[src/rtl/activation_cache.sv]
// activation_cache: keeps the last DILATION packed activation samples in a
// ring and presents two taps per accepted sample -- the sample from
// DILATION accepts ago (packed_out_a) and the newest one (packed_out_b).
// A new sample is accepted on each rising edge of inp_v seen while idle.
// Each accepted sample walks IDLE -> CAPTURE -> READ -> WRITE -> IDLE.
// If an inp_v rising edge arrives while busy, it is dropped and the
// sticky overrun flag is set.
// Optional warm-up: define ACTIVATION_CACHE_PRIME_EN to hide out_v for the
// first DILATION samples after reset, while the ring is still filling.
module activation_cache #(
    parameter int W        = 16,
    parameter int D        = 4,
    parameter int DILATION = 4
) (
    input  logic                  clk,
    input  logic                  rst_n,
    input  logic                  inp_v,
    input  logic signed [D*W-1:0] packed_in,
    output logic signed [D*W-1:0] packed_out_a,
    output logic signed [D*W-1:0] packed_out_b,
    output logic                  out_v,
    output logic                  overrun
);

    localparam int PW = $clog2(DILATION);

    typedef enum logic [1:0] {
        IDLE    = 2'd0,
        CAPTURE = 2'd1,
        READ    = 2'd2,
        WRITE   = 2'd3
    } state_t;

    state_t            state;
    state_t            next_state;
    logic              inp_v_prev;
    logic              inp_rise;
    logic              accept;
    logic [D*W-1:0]    hold;
    logic [D*W-1:0]    ring [DILATION];
    logic [PW-1:0]     wr_ptr;
    logic              pulse_en;

    assign inp_rise = inp_v && !inp_v_prev;
    assign accept   = (state == IDLE) && inp_rise;

`ifdef ACTIVATION_CACHE_PRIME_EN
    localparam int FW = $clog2(DILATION + 1);

    logic [FW-1:0] fill_cnt;

    // Count accepted samples after reset, stopping at DILATION, so out_v
    // stays hidden until the far tap holds real data.
    always_ff @(posedge clk or negedge rst_n) begin
        if (!rst_n) begin
            fill_cnt <= '0;
        end else if (state == WRITE && fill_cnt != FW'(DILATION)) begin
            fill_cnt <= fill_cnt + 1'b1;
        end
    end

    assign pulse_en = (fill_cnt == FW'(DILATION));
`else
    assign pulse_en = 1'b1;
`endif

    // Register the current state.
    always_ff @(posedge clk or negedge rst_n) begin
        if (!rst_n) begin
            state <= IDLE;
        end else begin
            state <= next_state;
        end
    end

    // Choose the next state: only an accept leaves IDLE. The other states
    // always advance to the next one.
    always_comb begin
        next_state = state;
        unique case (state)
            IDLE:    if (accept) next_state = CAPTURE;
            CAPTURE: next_state = READ;
            READ:    next_state = WRITE;
            WRITE:   next_state = IDLE;
            default: next_state = IDLE;
        endcase
    end

    // Datapath: edge-detect history, hold register, output taps, ring
    // write-back with pointer wrap, valid pulse and sticky overrun.
    always_ff @(posedge clk or negedge rst_n) begin
        if (!rst_n) begin
            inp_v_prev   <= 1'b0;
            hold         <= '0;
            packed_out_a <= '0;
            packed_out_b <= '0;
            wr_ptr       <= '0;
            out_v        <= 1'b0;
            overrun      <= 1'b0;
            for (int i = 0; i < DILATION; i++) begin
                ring[i] <= '0;
            end
        end else begin
            inp_v_prev <= inp_v;
            out_v      <= (state == WRITE) && pulse_en;
            if (inp_rise && state != IDLE) begin
                overrun <= 1'b1;
            end
            if (state == CAPTURE) begin
                hold <= packed_in;
            end
            if (state == READ) begin
                packed_out_a <= ring[wr_ptr];
                packed_out_b <= hold;
            end
            if (state == WRITE) begin
                ring[wr_ptr] <= hold;
                wr_ptr <= (wr_ptr == PW'(DILATION - 1)) ? '0 : wr_ptr + 1'b1;
            end
        end
    end

endmodule

[config.mk]
export PLATFORM = sky130hd
export DESIGN_NAME = activation_cache
export DESIGN_NICKNAME = d
export VERILOG_FILES = /design/src/rtl/activation_cache.sv
export SDC_FILE = /design/constraint.sdc
export NUM_CORES = 1
export LEC_CHECK = 0
export CORE_UTILIZATION = 43
export CTS_CLUSTER_SIZE = 12
export DETAILED_ROUTE_END_ITERATION = 10
export SETUP_SLACK_MARGIN = 0.5
export SYNTH_ARGS = -nofsm -noshare
export SYNTH_HDL_FRONTEND = slang
export SYNTH_SLANG_ARGS = --single-unit
export TNS_END_PERCENT = 5
[constraint.sdc]
create_clock -name clk -period 4.65 [get_ports clk]
set_input_delay 0.465 -clock clk [delete_from_list [all_inputs] [get_ports clk]]
set_output_delay 0.465 -clock clk [all_outputs]
set_load 0.05 [all_outputs]
==> Word level (Yosys, flattened, before mapping) <==
Cells that the tools add are included.
{ "word_totals": {"ff_bits": 455, "inputBits": 67, "output_inout_bits": 130, "wordCells": 37} }
{ "classes": {"addsub": 1, "magnitude_cmp": 2, "n_eq_ne": 5, "muxes": 9, "bitwise": 1, "reduce_logical": 7} }
{ "ops": {"columns": ["cell", "count"], "rows": [
  ["$bwmux W256", 1],
  ["$mux W64", 3],
  ["$bmux W64 S2", 1],
  ["$demux W64 S2", 1],
  ["$pmux W2 S4", 1],
  ["$eq A2 B2 Y1 const B", 3],
  ["$logic_and A1 B1 Y1", 4],
  ["$mux W2", 2],
  ["$ge A3 B3 Y1 const B", 1],
  ["$lt A3 B1 Y1 const B", 1],
  ["$not A2 Y3", 1],
  ["$add A2 B1 Y2 const B", 1],
  ["$eq A2 B1 Y1 const B", 1],
  ["$logic_not A2 Y1", 1],
  ["$ne A2 B2 Y1 const B", 1],
  ["$reduce_bool A2 Y1", 1],
  ["$logic_not A1 Y1", 1]
]} }

==> Longest topological paths before layout <==
{ "logic_depth": {"depth_word": 6, "ltp_mapped": 8, "ltp_nobuf": 4} }

==> Worst setup path after synthesis <==
No wires, ideal clock.
{ "synth_path": {"path_type": "register to register", "start": "register wr_ptr[0]", "end": "register ring[100] in the netlist's numbering", "setup_time_ps": 125, "arrival_ps": 1779, "t_required_ps": 4525, "path_slack_ps": 2747, "path_stages_with_launch": 9, "n_path_buf": 4, "synth_period_minus_slack_ps": 1903, "path_cell_list": "dfrtp_1 -> buf_2 -> buf_4 -> buf_4 -> inv_1 -> ha_1 -> nand2_2 -> clkbuf_8 -> mux2_2"} }
{ "synth_between": {"elab_chain_len": 6, "word_cells_on_any_way": 7, "classes_between": "2 x order compare; 3 x mux; 1 x bitwise; 1 x reduce/logical"} }
{ "synth_rtl": {"columns": ["item", "line_no", "rtl"], "rows": [
  ["start: declaration", "41", "logic [PW-1:0] wr_ptr;"],
  ["start signal: assignment", "118", "wr_ptr <= (wr_ptr == PW'(DILATION - 1)) ? '0 : wr_ptr + 1'b1;"],
  ["$not A2 Y3 (implied by the code) (*)", "117", "ring[wr_ptr] <= hold;"],
  ["$ge A3 B3 Y1 (implied by the code) / $lt A3 B1 Y1 (equally long branches)", "117", null],
  ["$logic_and A1 B1 Y1 (implied by the code)", "117", null],
  ["$mux W64 (implied by the code)", "117", null],
  ["$demux W64 S2 (*)", "117", null],
  ["$bwmux W256 (*)", "117", null],
  ["end signal: indexed assignment", "117", null],
  ["end: declaration", "40", "logic [D*W-1:0] ring [DILATION];"]
]} }
Mark *: on every way between the ends. The rest lies on a longest branch, timed or not.
A chain may end at the register's enable or synchronous reset.

==> Final worst setup path <==
{ "layout_path": {"start": "register wr_ptr[0]", "end": "register packed_out_a[24]"} }
{ "layout_between": {"elab_chain_len": 4} }
{ "layout_rtl": {"columns": ["item", "line_no", "rtl"], "rows": [
  ["$not A2 Y3 (implied by the code)", "113", "packed_out_a <= ring[wr_ptr];"],
  ["$bmux W64 S2", "113", null],
  ["$mux W64 (implied by the code) (2 in a row)", "113", null],
  ["end signal: assignment", "113", null],
  ["end: declaration", "19", "output logic signed [D*W-1:0] packed_out_a,"]
]} }
Every way passes these cells. The select of a mux whose other input is x is not followed.

==> key figures <==
Status
  – Outcome: completed

Placement
  – Dpl ws: 1400 ps
  – Placer Congestion: 0.690
  – HPWL after DPL: 21.6 mm
  – Port-buffer cells: 196

Timing
  – RSZ-0062 raised after global routing: no
  – Worst-Margin Slew: 1120 ps
  – Final Hold Viols: 0
  – Final Cycle Share: 69.1%
  – Setup-failing EPs final: 0
  – Fmax: 311 MHz
  – Slew margin rel.: 25.4%
  – Fin. max-slew vios: 0
  – Layout Skew: 17.2 ps
  – Tmin final: 3210 ps
  – Post-route setup slack: 1440 ps
  – TNS Setup: 0 ps

Die
  – Die area: 0.0445 mm²
  – Boundary pin count: 197
  – Std-Cell Rows: 76
  – Core area: 0.0431 mm²
  – Die X: 211 µm
  – Initial core utilization: 43.5%
  – Die height: 211 µm

Worst setup path
  – CP max FO: 50
  – Worst EP required: 5040 ps
  – Crit Reg-Reg Endpoint: packed_out_a[24]
  – R2R cell count: 4
  – CP Class: reg -> reg
  – WP data arrival: 3610 ps
  – CP Launch Type: flop
  – Crit end category: flop
  – R2r setup slk: 1440 ps
  – R2r startpoint: wr_ptr[0]

Power
  – Pleak: 9.79 nW
  – Clock power frac: 20.1%
  – Gate power share: 41.2%
  – Net Sw Power: 7.14 mW
  – Max IR drop VDD: 0.430 mV
  – Sw frac: 37.4%
  – Power density over the cells: 840 mW/mm²
  – Sequential power share: 38.7%
  – Internal power: 11.9 mW

Min path
  – Hold crit path type: in -> reg
  – Hold Path Sink: inp_v_prev
  – Hold path startpoint: inp_v
  – Hold Path Depth: 1

CTS
  – CTS root buffer: clkbuf_16
  – Clk pin slew, worst setup/hold paths: 60 ps
  – CTS Sinks: 455
  – H-tree depth: 2
  – TritonCTS clock tree: done
  – Clock buffer depth: 3
  – Worst skew pair latency: 580 ps
  – Number of CTS-inserted buffers: 49

Global route
  – Vias in the first global route: 11400
  – GR Util All Layers: 18.5%
  – First-pass GRT wire length: 64.4 mm
  – Overflow after GRT: 0
  – Initial antenna violation count: 1
  – Largest net degree at the start of global routing: 117

Detailed routing
  – Met2 Wirelength: 18.4 mm
  – Via count: 10500
  – DR top layer: met5
  – DR DRC count: 0
  – Via/cell ratio: 5.22
  – Drt initial violations: 587
  – WL final: 39.3 mm
  – M1 wire length: 18.3 mm
  – Routed wl met3: 1.74 mm
  – DR WL/cell: 19.5 µm
  – Pre-Repair DR Iteration Count: 6
  – ANT nets after route: 0

Yosys
  – Synth area leaders: dfrtp_1 61%, mux2_2 23%, mux2i_1 6.8%
  – Synth top area share: 60.7%
  – Sequential fraction of the synthesis area: 60.7%
  – Mapped Area: 0.0188 mm²
  – Post-Synthesis Net Count: 1273
  – Biggest area consumer among synthesized cells: dfrtp_1
  – Mean Syn Cell Area: 15.7 µm²
  – YS warnings: 0
  – Yosys cell types: 19
  – Cell count after synthesis: 1197
  – Yosys reg bits: 455

Final layout
  – P&R area growth vs syn: 21.1%
  – Layout Nets: 1463
  – # diodes: 0
  – Fraction of layout cells with a size suffix above 1: 33.9%
  – Fillers: 3637

Flow run
  – Max Cap Viol: 0
-- repair_timing --
action | 4_1_cts | 5_1_grt
gates resized for setup | 0 | 0
setup buffers | 0 | 0
hold endpoints to repair | 93 | 0
hold buffers | 1 | 0
-- cells by family after synthesis --
kind of cell	synth area share (%)
fa+ha+maj	0.600
flops	60.7
simple gates	2.45
buf+inv	3.18
compound gates	3.12
mux	29.9
-- routing by layer --
metal | track usage [%] | vias up
li1 | - | 4748
met1 | 25.3 | 5508
met2 | 29.7 | 177
met3 | 3.78 | 58
met4 | 5.65 | 2
met5 | 0 | -
-- power groups by stage --
stage / registers (mW) / clock network, mW / logic [mW]
after floorplan: 8.77 / 0 / 4.20
after global placement: 7.40 / 0 / 7.87
after detailed placement: 7.47 / 0 / 7.97
after CTS: 7.41 / 3.96 / 8.01
after global routing: 7.70 / 4.12 / 8.42
final: 7.38 / 3.84 / 7.86
-- stage by stage --
| step | power, mW | std cells | hold WS [ps] | instance area (µm²) | utilization [%] |
|---|---|---|---|---|---|
| 2_1_floorplan | 13.0 | 1197 | 169 | 18800 | - |
| 3_3_place_gp | 15.3 | 1920 | 464 | 21100 | 49.0 |
| 3_5_place_dp | 15.4 | 1920 | 480 | 21100 | 49.0 |
| 4_1_cts | 19.4 | 2011 | 331 | 22700 | 52.7 |
| 5_1_grt | 20.2 | 2011 | 353 | 22700 | 52.7 |
| 6_report | 19.1 | 2011 | 370 | 22700 | 52.7 |
-- registers in the layout, indices dropped and copies added, names as in the netlist, 2 cells and up --
register and cells:
state 2, packed_out_a 64, hold 64, ring 256, packed_out_b 64, wr_ptr 2
-- worst max path at each step --
stage               startpoint               end  slack, ps  depth (start not counted)
floorplan            wr_ptr[0]         ring[100]       2750                          8
global placement     wr_ptr[0]  packed_out_a[13]       1440                          4
detailed placement   wr_ptr[0]  packed_out_a[37]       1400                          4
CTS                  wr_ptr[0]  packed_out_a[37]       1370                          4
global route         wr_ptr[0]  packed_out_a[30]       1220                          4
finish               wr_ptr[0]  packed_out_a[24]       1440                          4
-- Yosys cell counts (all sizes together) --
cell type  instances
a31oi              1
buf               41
clkbuf            31
dfrtp            455
ha                 9
inv                4
mux2             385
mux2i            128
nand2              9
nand2b            65
nor2               2
o21ai              2
o21bai             1
o221ai            64
-- cells in the final DEF (no fill, tap or decap), types with 3 or more instances in the layout --
| cell | instances |
|---|---|
| mux2_2 | 385 |
| nand2_1 | 3 |
| dfrtp_1 | 454 |
| nand2b_1 | 65 |
| buf_4 | 10 |
| o221ai_1 | 64 |
| clkdlybuf4s50_1 | 195 |
| clkbuf_1 | 16 |
| inv_1 | 4 |
| clkbuf_16 | 51 |
| mux2i_1 | 128 |
| clkbuf_8 | 14 |
| clkinv_2 | 5 |
| buf_12 | 4 |
| ha_1 | 7 |
| nand2_4 | 6 |
-- worst max-delay path, stage by stage (launching register included) --
cell and delay (ps):
dfrtp_4 990, buf_4 890, buf_4 690, mux2i_1 260, o221ai_1 140
-- area by class of cell --
| cell class | count | area [µm²] | area share (%) |
|---|---|---|---|
| sequential | 455 | 11400 | 50.2 |
| multi-input combinational | 666 | 6830 | 30.1 |
| inverter | 4 | 15.0 | 0.0661 |
| tap | 585 | 732 | 3.22 |
| clock buffer | 81 | 1530 | 6.73 |
| clock inverter | 9 | 78.8 | 0.347 |
| timing repair buffer | 211 | 2130 | 9.39 |
(Power assumes the default switching activity.)
